**src/rtl/round_scheduler_if.sv**
```systemverilog
// Handshake bundle between the rhythm-game flow controller and its surroundings:
// tick/key judgements in, game status and display values out.
interface round_scheduler_if;
  logic       start;
  logic       tick;
  logic       hit;
  logic       miss;
  logic       gameState;
  logic       phase;
  logic [3:0] roundTime;
  logic [3:0] roundNum;
  logic [3:0] remaining;
  logic [1:0] lives;
  logic [7:0] score;
  logic       roundStart;
  logic       gameOver;

  modport master (
    output start, tick, hit, miss,
    input  gameState, phase, roundTime, roundNum, remaining, lives, score,
           roundStart, gameOver
  );

  modport slave (
    input  start, tick, hit, miss,
    output gameState, phase, roundTime, roundNum, remaining, lives, score,
           roundStart, gameOver
  );
endinterface

```
**src/rtl/round_scheduler.sv**
```systemverilog
// Game-flow controller: sequences ROUND/REST windows, shortens the round window
// as rounds are completed, and tracks round number, score and lives.
module round_scheduler #(
  parameter int ROUNDS        = 10,
  parameter int START_TIME    = 8,
  parameter int MIN_TIME      = 2,
  parameter int REST_TIME     = 4,
  parameter int LIVES         = 3,
  parameter int SPEEDUP_EVERY = 2
) (
  input  logic              clk,
  input  logic              reset,
  round_scheduler_if.slave  bus
);

  typedef enum logic [1:0] {S_IDLE, S_ROUND, S_REST, S_OVER} state_t;

  localparam logic [3:0] ROUNDS_C = 4'(ROUNDS);
  localparam logic [3:0] START_C  = 4'(START_TIME);
  localparam logic [3:0] MIN_C    = 4'(MIN_TIME);
  localparam logic [3:0] REST_C   = 4'(REST_TIME);
  localparam logic [3:0] SPD_C    = 4'(SPEEDUP_EVERY);
  localparam logic [1:0] LIVES_C  = 2'(LIVES);

  state_t     state_q, state_d;
  logic [3:0] round_time_q, round_time_d;
  logic [3:0] round_num_q, round_num_d;
  logic [3:0] remaining_q, remaining_d;
  logic [1:0] lives_q, lives_d;
  logic [7:0] score_q, score_d;
  logic [3:0] spd_q, spd_d;
  logic       round_start_q, round_start_d;
  logic       game_state_q, game_state_d;
  logic       phase_q, phase_d;
  logic       game_over_q, game_over_d;

  logic [3:0] spd_inc;
  logic       speedup;
  logic [3:0] rt_dec;
  logic       lose;

  always_comb begin
    state_d       = state_q;
    round_time_d  = round_time_q;
    round_num_d   = round_num_q;
    remaining_d   = remaining_q;
    lives_d       = lives_q;
    score_d       = score_q;
    spd_d         = spd_q;
    round_start_d = 1'b0;

    spd_inc = spd_q + 4'd1;
    speedup = (spd_inc == SPD_C);
    rt_dec  = (round_time_q > MIN_C) ? round_time_q - 4'd1 : MIN_C;
    // A timeout is treated as a miss; miss outranks a coincident hit.
    lose    = bus.miss | (~bus.hit & bus.tick & (remaining_q == 4'd1));

    case (state_q)
      S_IDLE, S_OVER: begin
        if (bus.start) begin
          state_d       = S_ROUND;
          round_num_d   = 4'd1;
          round_time_d  = START_C;
          remaining_d   = START_C;
          lives_d       = LIVES_C;
          score_d       = '0;
          spd_d         = '0;
          round_start_d = 1'b1;
        end
      end
      S_ROUND: begin
        if (lose) begin
          lives_d = lives_q - 2'd1;
          if (lives_q == 2'd1) begin
            state_d     = S_OVER;
            remaining_d = '0;
          end else begin
            state_d     = S_REST;
            remaining_d = REST_C;
          end
        end else if (bus.hit) begin
          score_d     = (score_q == '1) ? score_q : score_q + 8'd1;
          state_d     = S_REST;
          remaining_d = REST_C;
        end else if (bus.tick && remaining_q != '0) begin
          remaining_d = remaining_q - 4'd1;
        end
      end
      S_REST: begin
        if (bus.tick) begin
          if (remaining_q == 4'd1) begin
            if (round_num_q == ROUNDS_C) begin
              state_d     = S_OVER;
              remaining_d = '0;
            end else begin
              spd_d         = speedup ? '0 : spd_inc;
              round_time_d  = speedup ? rt_dec : round_time_q;
              remaining_d   = speedup ? rt_dec : round_time_q;
              round_num_d   = round_num_q + 4'd1;
              state_d       = S_ROUND;
              round_start_d = 1'b1;
            end
          end else if (remaining_q != '0) begin
            remaining_d = remaining_q - 4'd1;
          end
        end
      end
      default: state_d = S_IDLE;
    endcase

    game_state_d = (state_d == S_ROUND) || (state_d == S_REST);
    phase_d      = (state_d == S_ROUND);
    game_over_d  = (state_d == S_OVER);
  end

  always_ff @(posedge clk) begin
    if (reset) begin
      state_q       <= S_IDLE;
      round_time_q  <= START_C;
      round_num_q   <= '0;
      remaining_q   <= '0;
      lives_q       <= LIVES_C;
      score_q       <= '0;
      spd_q         <= '0;
      round_start_q <= 1'b0;
      game_state_q  <= 1'b0;
      phase_q       <= 1'b0;
      game_over_q   <= 1'b0;
    end else begin
      state_q       <= state_d;
      round_time_q  <= round_time_d;
      round_num_q   <= round_num_d;
      remaining_q   <= remaining_d;
      lives_q       <= lives_d;
      score_q       <= score_d;
      spd_q         <= spd_d;
      round_start_q <= round_start_d;
      game_state_q  <= game_state_d;
      phase_q       <= phase_d;
      game_over_q   <= game_over_d;
    end
  end

  assign bus.gameState  = game_state_q;
  assign bus.phase      = phase_q;
  assign bus.roundTime  = round_time_q;
  assign bus.roundNum   = round_num_q;
  assign bus.remaining  = remaining_q;
  assign bus.lives      = lives_q;
  assign bus.score      = score_q;
  assign bus.roundStart = round_start_q;
  assign bus.gameOver   = game_over_q;

endmodule

```
**src/flat_wrapper.sv**
```systemverilog
// flat-port wrapper written by rule: the top's interface ports become plain ports
module round_scheduler_flat 
#(
  parameter int ROUNDS        = 10,
  parameter int START_TIME    = 8,
  parameter int MIN_TIME      = 2,
  parameter int REST_TIME     = 4,
  parameter int LIVES         = 3,
  parameter int SPEEDUP_EVERY = 2
)
  (clk, reset, bus_start, bus_tick, bus_hit, bus_miss, bus_gameState, bus_phase, bus_roundTime, bus_roundNum, bus_remaining, bus_lives, bus_score, bus_roundStart, bus_gameOver);
  round_scheduler_if bus_i ();
  input  logic clk;
  input  logic reset;
  input wire logic [$bits(bus_i.start)-1:0] bus_start;
  input wire logic [$bits(bus_i.tick)-1:0] bus_tick;
  input wire logic [$bits(bus_i.hit)-1:0] bus_hit;
  input wire logic [$bits(bus_i.miss)-1:0] bus_miss;
  output wire logic [$bits(bus_i.gameState)-1:0] bus_gameState;
  output wire logic [$bits(bus_i.phase)-1:0] bus_phase;
  output wire logic [$bits(bus_i.roundTime)-1:0] bus_roundTime;
  output wire logic [$bits(bus_i.roundNum)-1:0] bus_roundNum;
  output wire logic [$bits(bus_i.remaining)-1:0] bus_remaining;
  output wire logic [$bits(bus_i.lives)-1:0] bus_lives;
  output wire logic [$bits(bus_i.score)-1:0] bus_score;
  output wire logic [$bits(bus_i.roundStart)-1:0] bus_roundStart;
  output wire logic [$bits(bus_i.gameOver)-1:0] bus_gameOver;
  assign bus_i.start = bus_start;
  assign bus_i.tick = bus_tick;
  assign bus_i.hit = bus_hit;
  assign bus_i.miss = bus_miss;
  assign bus_gameState = bus_i.gameState;
  assign bus_phase = bus_i.phase;
  assign bus_roundTime = bus_i.roundTime;
  assign bus_roundNum = bus_i.roundNum;
  assign bus_remaining = bus_i.remaining;
  assign bus_lives = bus_i.lives;
  assign bus_score = bus_i.score;
  assign bus_roundStart = bus_i.roundStart;
  assign bus_gameOver = bus_i.gameOver;
  round_scheduler #(.ROUNDS(ROUNDS), .START_TIME(START_TIME), .MIN_TIME(MIN_TIME), .REST_TIME(REST_TIME), .LIVES(LIVES), .SPEEDUP_EVERY(SPEEDUP_EVERY)) u_core (.clk(clk), .reset(reset), .bus(bus_i));
endmodule
```
**config.mk**
```make
export PLATFORM = sky130hd
export DESIGN_NAME = round_scheduler_flat
export DESIGN_NICKNAME = d
export VERILOG_FILES = /design/src/rtl/round_scheduler_if.sv /design/src/rtl/round_scheduler.sv /design/src/flat_wrapper.sv
export SDC_FILE = /design/constraint.sdc
export NUM_CORES = 1
export LEC_CHECK = 0
export CAP_MARGIN = 20
export CORE_MARGIN = 4
export CORE_UTILIZATION = 57
export DETAILED_ROUTE_END_ITERATION = 16
export GPL_ROUTABILITY_DRIVEN = 0
export PLACE_DENSITY = 0.85
export RECOVER_POWER = 25
export SLEW_MARGIN = 20
export SYNTH_ARGS = -nofsm -noshare
export SYNTH_HDL_FRONTEND = slang
export SYNTH_SLANG_ARGS = --single-unit
```
**constraint.sdc**
```tcl
create_clock -name clk -period 5.5 [get_ports clk]
set_clock_uncertainty 0.2 [all_clocks]
set_input_delay 1.1 -clock clk [delete_from_list [all_inputs] [get_ports clk]]
set_output_delay 1.1 -clock clk [all_outputs]
set_load 0.02 [all_outputs]
```
==> results of run 1 <==
worst max path at each step:
stage | from | end | slack, ns | cells after the start
after floorplan | bus_miss | u_core.bus.score[5]$_SDFFE_PP0P_ | 2.92 | 5
after global placement | bus_miss | u_core.bus.score[7]$_SDFFE_PP0P_ | 2.21 | 6
after CTS | bus_miss | u_core.bus.score[7]$_SDFFE_PP0P_ | 2.48 | 6
final | bus_miss | u_core.bus.score[5]$_SDFFE_PP0P_ | 2.36 | 6
after global routing | bus_miss | u_core.bus.score[7]$_SDFFE_PP0P_ | 2.15 | 6
after detailed placement | bus_miss | u_core.bus.score[7]$_SDFFE_PP0P_ | 2.15 | 6
area by class of cell:
cell class / count / share of cell area [%]
multi-input combinational: 181 / 50.6
sequential: 32 / 27.3
timing repair buffer: 31 / 13.2
inverter: 19 / 3.04
tap: 44 / 2.35
clock inverter: 3 / 1.82
clock buffer: 5 / 1.60
per-layer routing:
layer	vias up	GRT usage, %
met5	-	0
met4	0	9.14
met3	10	4.08
met2	51	34.7
met1	817	26.9
li1	923	-
worst min-delay path, stage by stage (launching register included):
cell	delay, ns
dfxtp_1	0.35
nand2_1	0.06
a21oi_1	0.05
placed cells by master, fill, tap and decap left out, types with 5 or more instances in the layout:
| cell type | synthesis | routed |
|---|---|---|
| nand2_1 | 14 | 14 |
| nand4_1 | 5 | 5 |
| and3_1 | 5 | 5 |
| a21oi_1 | 19 | 19 |
| dfxtp_1 | 32 | 32 |
| inv_1 | 19 | 19 |
| clkbuf_4 | 0 | 5 |
| ha_1 | 15 | 15 |
| xor2_1 | 6 | 6 |
| nand3_1 | 5 | 5 |
| dlygate4sd3_1 | 0 | 8 |
| nor2b_1 | 5 | 5 |
| clkdlybuf4s50_1 | 0 | 23 |
| o21ai_0 | 13 | 13 |
| nor2_1 | 28 | 28 |
| nor3_1 | 8 | 8 |
stage by stage:
stage | area [µm²] | utilization, % | setup WS [ns] | total power [mW] | hold WS (ns)
finish | 2340 | 74.3 | 2.36 | 0.655 | 0.298
global route | 2340 | 74.3 | 2.15 | 0.692 | 0.338
CTS | 2340 | 74.3 | 2.48 | 0.660 | 0.300
detailed placement | 2260 | 71.8 | 2.15 | 0.479 | 0.283
global placement | 2260 | 71.8 | 2.21 | 0.474 | 0.285
floorplan | 1930 | - | 2.92 | 0.416 | 0.270
state kept, by name, summed over array words and instances (netlist names):
signal,count
u_core.spd_q,4
u_core.bus.remaining,4
u_core.bus.phase,1
u_core.bus.lives,2
u_core.state_q,2
u_core.bus.roundTime,4
u_core.bus.score,8
u_core.bus.gameOver,1
u_core.bus.roundNum,4
u_core.bus.gameState,1
u_core.bus.roundStart,1
power groups by stage:
stage,Clock (mW),Sequential [mW],Combinational (mW)
after floorplan,0,0.286,0.130
after global placement,0,0.270,0.204
after detailed placement,0,0.271,0.207
after CTS,0.186,0.266,0.208
after global routing,0.198,0.268,0.226
final,0.183,0.265,0.207
kinds of logic after synthesis:
| kind of cell | count (synthesis) | share of synthesized area, % |
|---|---|---|
| and+or+nand+nor | 93 | 26.1 |
| AOI/OAI and AO/OA | 64 | 21.4 |
| DFF | 32 | 33.1 |
| buffers and inverters | 27 | 5.50 |
| adders and majority gates | 15 | 9.71 |
| xor gates and xnor gates | 7 | 3.17 |
| muxes | 2 | 1.04 |
==> flow_metrics.env, run 1 <==
export IMPL_cts_buffers=5
export IMPL_status="complete, no violations"
export IMPL_hold_violations=0
export IMPL_antenna_found_initial=0
export IMPL_start_kind="input pin"
export IMPL_min_from="u_core.bus.remaining[1]$_SDFFE_PP0P_"
export IMPL_vias=1801
export IMPL_track_usage_pct=21.2
export IMPL_hold_depth=2
export IMPL_finalWirelength_um=4280
export IMPL_grt_start_max_net_pins=23
export IMPL_path_max_fanout=6
export IMPL_netlist_instances=240
export IMPL_synth_edf_count=0
export IMPL_synth_most_common_cell="dfxtp_1"
export IMPL_crit_family="simple AND/OR/NAND/NOR gates"
export IMPL_synth_seq_cells=32
export IMPL_ios=32
export IMPL_ir_drop_uv=150
export IMPL_crit_buf_inv=1
export IMPL_die_w_um=66.2
export IMPL_finalSetupTns_ns=0
export IMPL_syn_cell_area_um2=1930
export IMPL_hold_class="reg -> reg"
export IMPL_leakage_nw=0.906
export IMPL_grt_pass1_wl_um=7290
export IMPL_clk_latency_ns=0.33
export IMPL_power_frac_comb_pct=31.6
export IMPL_slew_violations=0
export IMPL_cts_root_buf="clkbuf_4"
export IMPL_num_antenna_cells=0
export IMPL_start_util_pct=61.3
export IMPL_cts_tree="yes"
export IMPL_pwr_share_seq_pct=40.5
export IMPL_switching_power_mw=0.228
export IMPL_ctsResizeCount=0
export IMPL_period_minus_slack_ns=3.14
export IMPL_synth_common_cells="32 x dfxtp_1, 28 x nor2_1, 19 x a21oi_1, 19 x inv_1, 15 x ha_1"
export IMPL_drc=0
export IMPL_crit_chain="dlygate4sd3_1 > nand2b_1 > a221oi_1 > nand4_1 > or3_1 > a21oi_1"
export IMPL_portBuffers=31
export IMPL_core_um2=3150
export IMPL_yosys_top_cells_area="dfxtp_1 33%, ha_1 9.7%, nor2_1 5.4%"
export IMPL_tightestPinTransition_ns=0.815
export IMPL_cap_violations=0
export IMPL_met2RoutedLength_um=1970
export IMPL_critPathKind="in -> reg"
export IMPL_route_met3_wl_um=194
export IMPL_register_area_um2=641
export IMPL_highest_layer="met4"
export IMPL_crit_path_max_incr_delay_ns=0.62
export IMPL_seq_area_frac_synth_pct=33.1
export IMPL_die_y_um=66.2
export IMPL_timing_rr_start="u_core.bus.remaining[0]$_SDFFE_PP0P_"
export IMPL_grt_overflow_total=0
export IMPL_hpwl_um=3110
export IMPL_r2r_end="u_core.bus.gameState$_SDFF_PP0_"
export IMPL_wl_met1_um=2040
export IMPL_power_density_nw_per_um2=279
export IMPL_cp_required_ns=5.57
export IMPL_postRouteAntennaNets=0
export IMPL_rr_worst_depth=8
export IMPL_fin_crit_sh_pct=57.0
export IMPL_p_int_mw=0.427
export IMPL_holdPathEnd="u_core.bus.remaining[1]$_SDFFE_PP0P_"
export IMPL_drtPass1Iterations=4
export IMPL_synth_largest_area_cell="dfxtp_1"
export IMPL_syn_area_per_cell_um2=8.05
export IMPL_via_per_inst=5.72
export IMPL_cts_sinks=32
export IMPL_cts_buffer_depth=2
export IMPL_finalNonFillerCells=315
export IMPL_dp_cells=307
export IMPL_slowest_stage="dlygate4sd3_1"
export IMPL_area_delta_synth_final_pct=21.2
export IMPL_rsz0062_at_grt="false"
export IMPL_yosysWarnings=0
export IMPL_cp_data_arrival_time_ns=3.20
export IMPL_nets=291
export IMPL_synth_main_ff_cell="dfxtp_1"
export IMPL_drt_iter0_markers=134
export IMPL_clk_pin_slew_ns=0.11
export IMPL_rows=20
export IMPL_syn_nets=261
export IMPL_regToRegSetupSlack_ns=2.89
export IMPL_p_sw_share_pct=34.8
export IMPL_grt_pass1_vias=1700
export IMPL_fillers=260
export IMPL_holdBufCountCts=0
export IMPL_drive_gt1_share_pct=4.06
export IMPL_post_cts_setup_buffers=0
export IMPL_multi_input_area_um2=1190
export IMPL_ys_types=49
export IMPL_synth_top_area_share_pct=33.1
export IMPL_drt_wirelength_per_cell_um=13.6
export IMPL_critPathCaptureType="register"
export IMPL_p_clk_share_pct=27.9
export IMPL_max_freq_mhz=319
export IMPL_setup_viol=0
export IMPL_die_area_um2=4390
export IMPL_cts_htree_levels=2
export IMPL_synthArstFlopShare_pct=0
export IMPL_slew_headroom_pct=45.5
Note: power is estimated with default switching activity, not from simulation.
==> inputs of run 2 (changes only) <==
CORE_UTILIZATION = 48   (was 57)
PLACE_DENSITY = 0.76   (was 0.85)
clock period = 2.6 ns   (was 5.5 ns; I/O delays follow)
==> run 2 against run 1 <==
Global-route usage fell by 3.3 points; non-clock buffer count rose by 14; first-iteration DRC count decreased by 3.7%; sequential share of layout area decreased by 1.8 points; critical endpoint is now u_core.bus.gameState$_SDFF_PP0_; register-to-register slack got worse by 2.7 ns; sequential power increased by 110%; worst setup slack got worse by 2.2 ns; clock power rose to 2.9 times the previous value; critical path depth increased by 2; routed wire length rose by 4.6%; die area is 16% higher.
==> flow_metrics.env, run 2 (synthesized netlist as in run 1, its figures left out) <==
export IMPL_start_util_pct=51.3
export IMPL_grt_pass1_vias=1692
export IMPL_slew_violations=0
export IMPL_drive_gt1_share_pct=9.12
export IMPL_leakage_nw=1.01
export IMPL_fin_crit_sh_pct=92.6
export IMPL_switching_power_mw=0.485
export IMPL_pwr_share_seq_pct=35.9
export IMPL_vias=1857
export IMPL_dp_cells=325
export IMPL_drc=0
export IMPL_status="complete, no violations"
export IMPL_stdcell_area_um2=2510
export IMPL_num_antenna_cells=0
export IMPL_die_area_um2=5110
export IMPL_rows=22
export IMPL_hold_class="reg -> reg"
export IMPL_critPathKind="reg -> reg"
export IMPL_final_common_cell="dfxtp_1"
export IMPL_finalNonFillerCells=333
export IMPL_hpwl_um=3410
export IMPL_nets=305
export IMPL_fin_util_pct=66.5
export IMPL_cp_data_arrival_time_ns=2.37
export IMPL_antenna_found_initial=0
export IMPL_fillers=331
export IMPL_via_per_inst=5.58
export IMPL_cts_buffer_depth=2
export IMPL_cts_buffers=5
export IMPL_area_delta_synth_final_pct=29.6
export IMPL_cts_sinks=32
export IMPL_grt_pass1_wl_um=7430
export IMPL_track_usage_pct=17.9
export IMPL_holdBufCountCts=0
export IMPL_place_ws_ns=0.0216
export IMPL_period_minus_slack_ns=2.41
export IMPL_drt_wirelength_per_cell_um=13.5
export IMPL_cts_root_buf="clkbuf_8"
export IMPL_max_freq_mhz=415
export IMPL_min_from="u_core.bus.remaining[1]$_SDFFE_PP0P_"
export IMPL_tightestPinTransition_ns=0.570
export IMPL_cts_tree="yes"
export IMPL_power_density_nw_per_um2=624
export IMPL_ios=32
export IMPL_drtPass1Iterations=4
export IMPL_hold_depth=2
export IMPL_r2r_end="u_core.bus.gameState$_SDFF_PP0_"
export IMPL_core_um2=3770
export IMPL_largest_reg_flops=8
export IMPL_cap_violations=0
export IMPL_start_kind="register"
export IMPL_die_y_um=71.5
export IMPL_ir_drop_uv=355
export IMPL_clk_pin_slew_ns=0.07
export IMPL_finalWirelength_um=4480
export IMPL_portBuffers=31
export IMPL_regToRegSetupSlack_ns=0.19
export IMPL_postRouteAntennaNets=0
export IMPL_holdPathEnd="u_core.bus.remaining[1]$_SDFFE_PP0P_"
export IMPL_placed_cell_area_um2=2370
export IMPL_slew_headroom_pct=61.6
export IMPL_p_sw_share_pct=31.0
export IMPL_rsz0062_at_grt="false"
export IMPL_clk_latency_ns=0.28
export IMPL_finalSetupTns_ns=0
export IMPL_grt_overflow_total=0
export IMPL_cp_required_ns=2.57
export IMPL_worst_slack_ns=0.193
export IMPL_cts_htree_levels=2
export IMPL_critPathCaptureType="register"
export IMPL_layout_common_cells="32 x dfxtp_1, 28 x nor2_1, 19 x inv_1, 19 x a21oi_1, 18 x clkdlybuf4s50_1"
export IMPL_grt_start_max_net_pins=22
export IMPL_power_frac_comb_pct=30.8
export IMPL_setup_viol=0
export IMPL_hold_violations=0
export IMPL_path_max_fanout=8
export IMPL_die_w_um=71.5
export IMPL_timing_rr_start="u_core.bus.remaining[0]$_SDFFE_PP0P_"
export IMPL_p_int_mw=1.08
export IMPL_p_clk_share_pct=33.4
export IMPL_drt_iter0_markers=129
export IMPL_rr_worst_depth=8
run 2: changes by cell type in the layout (fill, tap and decap cells not counted), moves of 5 or more:
cell,delta
buf_4,+14
dlygate4sd3_1,+5
clkbuf_4,-5
clkbuf_8,+7
clkdlybuf4s50_1,-5
run 2: layout make-up:
type | count | area, µm² | area share (%)
tap | 48 | 60.1 | 2.40
multi-input combinational | 181 | 1190 | 47.6
sequential | 32 | 641 | 25.6
clock inverter | 1 | 30.0 | 1.20
inverter | 19 | 71.3 | 2.85
clock buffer | 7 | 96.3 | 3.84
timing repair buffer | 45 | 415 | 16.6
run 2: power by group through the flow:
stage               registers [mW]  clock network (mW)  logic, mW
finish                       0.561               0.522      0.481
global route                 0.567               0.551      0.527
CTS                          0.562               0.536      0.487
detailed placement           0.574                   0      0.486
global placement             0.573                   0      0.477
floorplan                    0.605                   0      0.275
run 2: repair_timing:
| item | in CTS | in global routing |
|---|---|---|
| endpoints found under the setup margin | 0 | 2 |
| buffers inserted | 0 | 0 |
| gates resized for setup | 0 | 1 |
run 2: worst max-delay path by stage:
stage / to / slack, ns / startpoint / depth (start not counted)
6_report: u_core.bus.gameState$_SDFF_PP0_ / 0.19 / u_core.bus.remaining[0]$_SDFFE_PP0P_ / 8
5_1_grt: u_core.bus.roundTime[2]$_SDFFE_PP0P_ / 0.05 / u_core.spd_q[0]$_SDFFE_PP0P_ / 7
4_1_cts: u_core.bus.score[5]$_SDFFE_PP0P_ / 0.17 / u_core.state_q[0]$_SDFF_PP0_ / 7
3_5_place_dp: u_core.bus.score[5]$_SDFFE_PP0P_ / 0.02 / bus_miss / 6
3_3_place_gp: u_core.bus.gameState$_SDFF_PP0_ / 0.09 / bus_tick / 7
2_1_floorplan: u_core.bus.gameState$_SDFF_PP0_ / 0.29 / u_core.bus.remaining[0]$_SDFFE_PP0P_ / 9
run 2: metrics by stage:
step | total power [mW] | hold slack (ns)
5_1_grt | 1.64 | 0.309
2_1_floorplan | 0.880 | 0.270
6_report | 1.56 | 0.290
3_5_place_dp | 1.06 | 0.284
4_1_cts | 1.59 | 0.293
3_3_place_gp | 1.05 | 0.284
run 2: routing by layer:
metal / up-vias / wire, µm / GRT usage (%) / part of all wire (%)
met5: - / 0 / 0 / 0
met4: 0 / 41 / 3.76 / 0.91
met3: 5 / 258 / 4.63 / 5.8
met2: 44 / 2130 / 30.1 / 47
met1: 858 / 2060 / 23.2 / 46
li1: 950 / - / - / -
run 2: worst max-delay path, stage by stage (launching register included):
cell and delay [ns]:
dfxtp_1 0.42, ha_1 0.22, nor3b_4 0.34, and3_1 0.33, o21ai_0 0.12, o211ai_1 0.17, inv_1 0.08, ha_1 0.29
nor2b_1 0.12
==> inputs of run 3 (changes only) <==
SLEW_MARGIN = 0   (was 20)
==> results of run 3 <==
No change in the layout: final DEF, timing and power equal those of run 2.
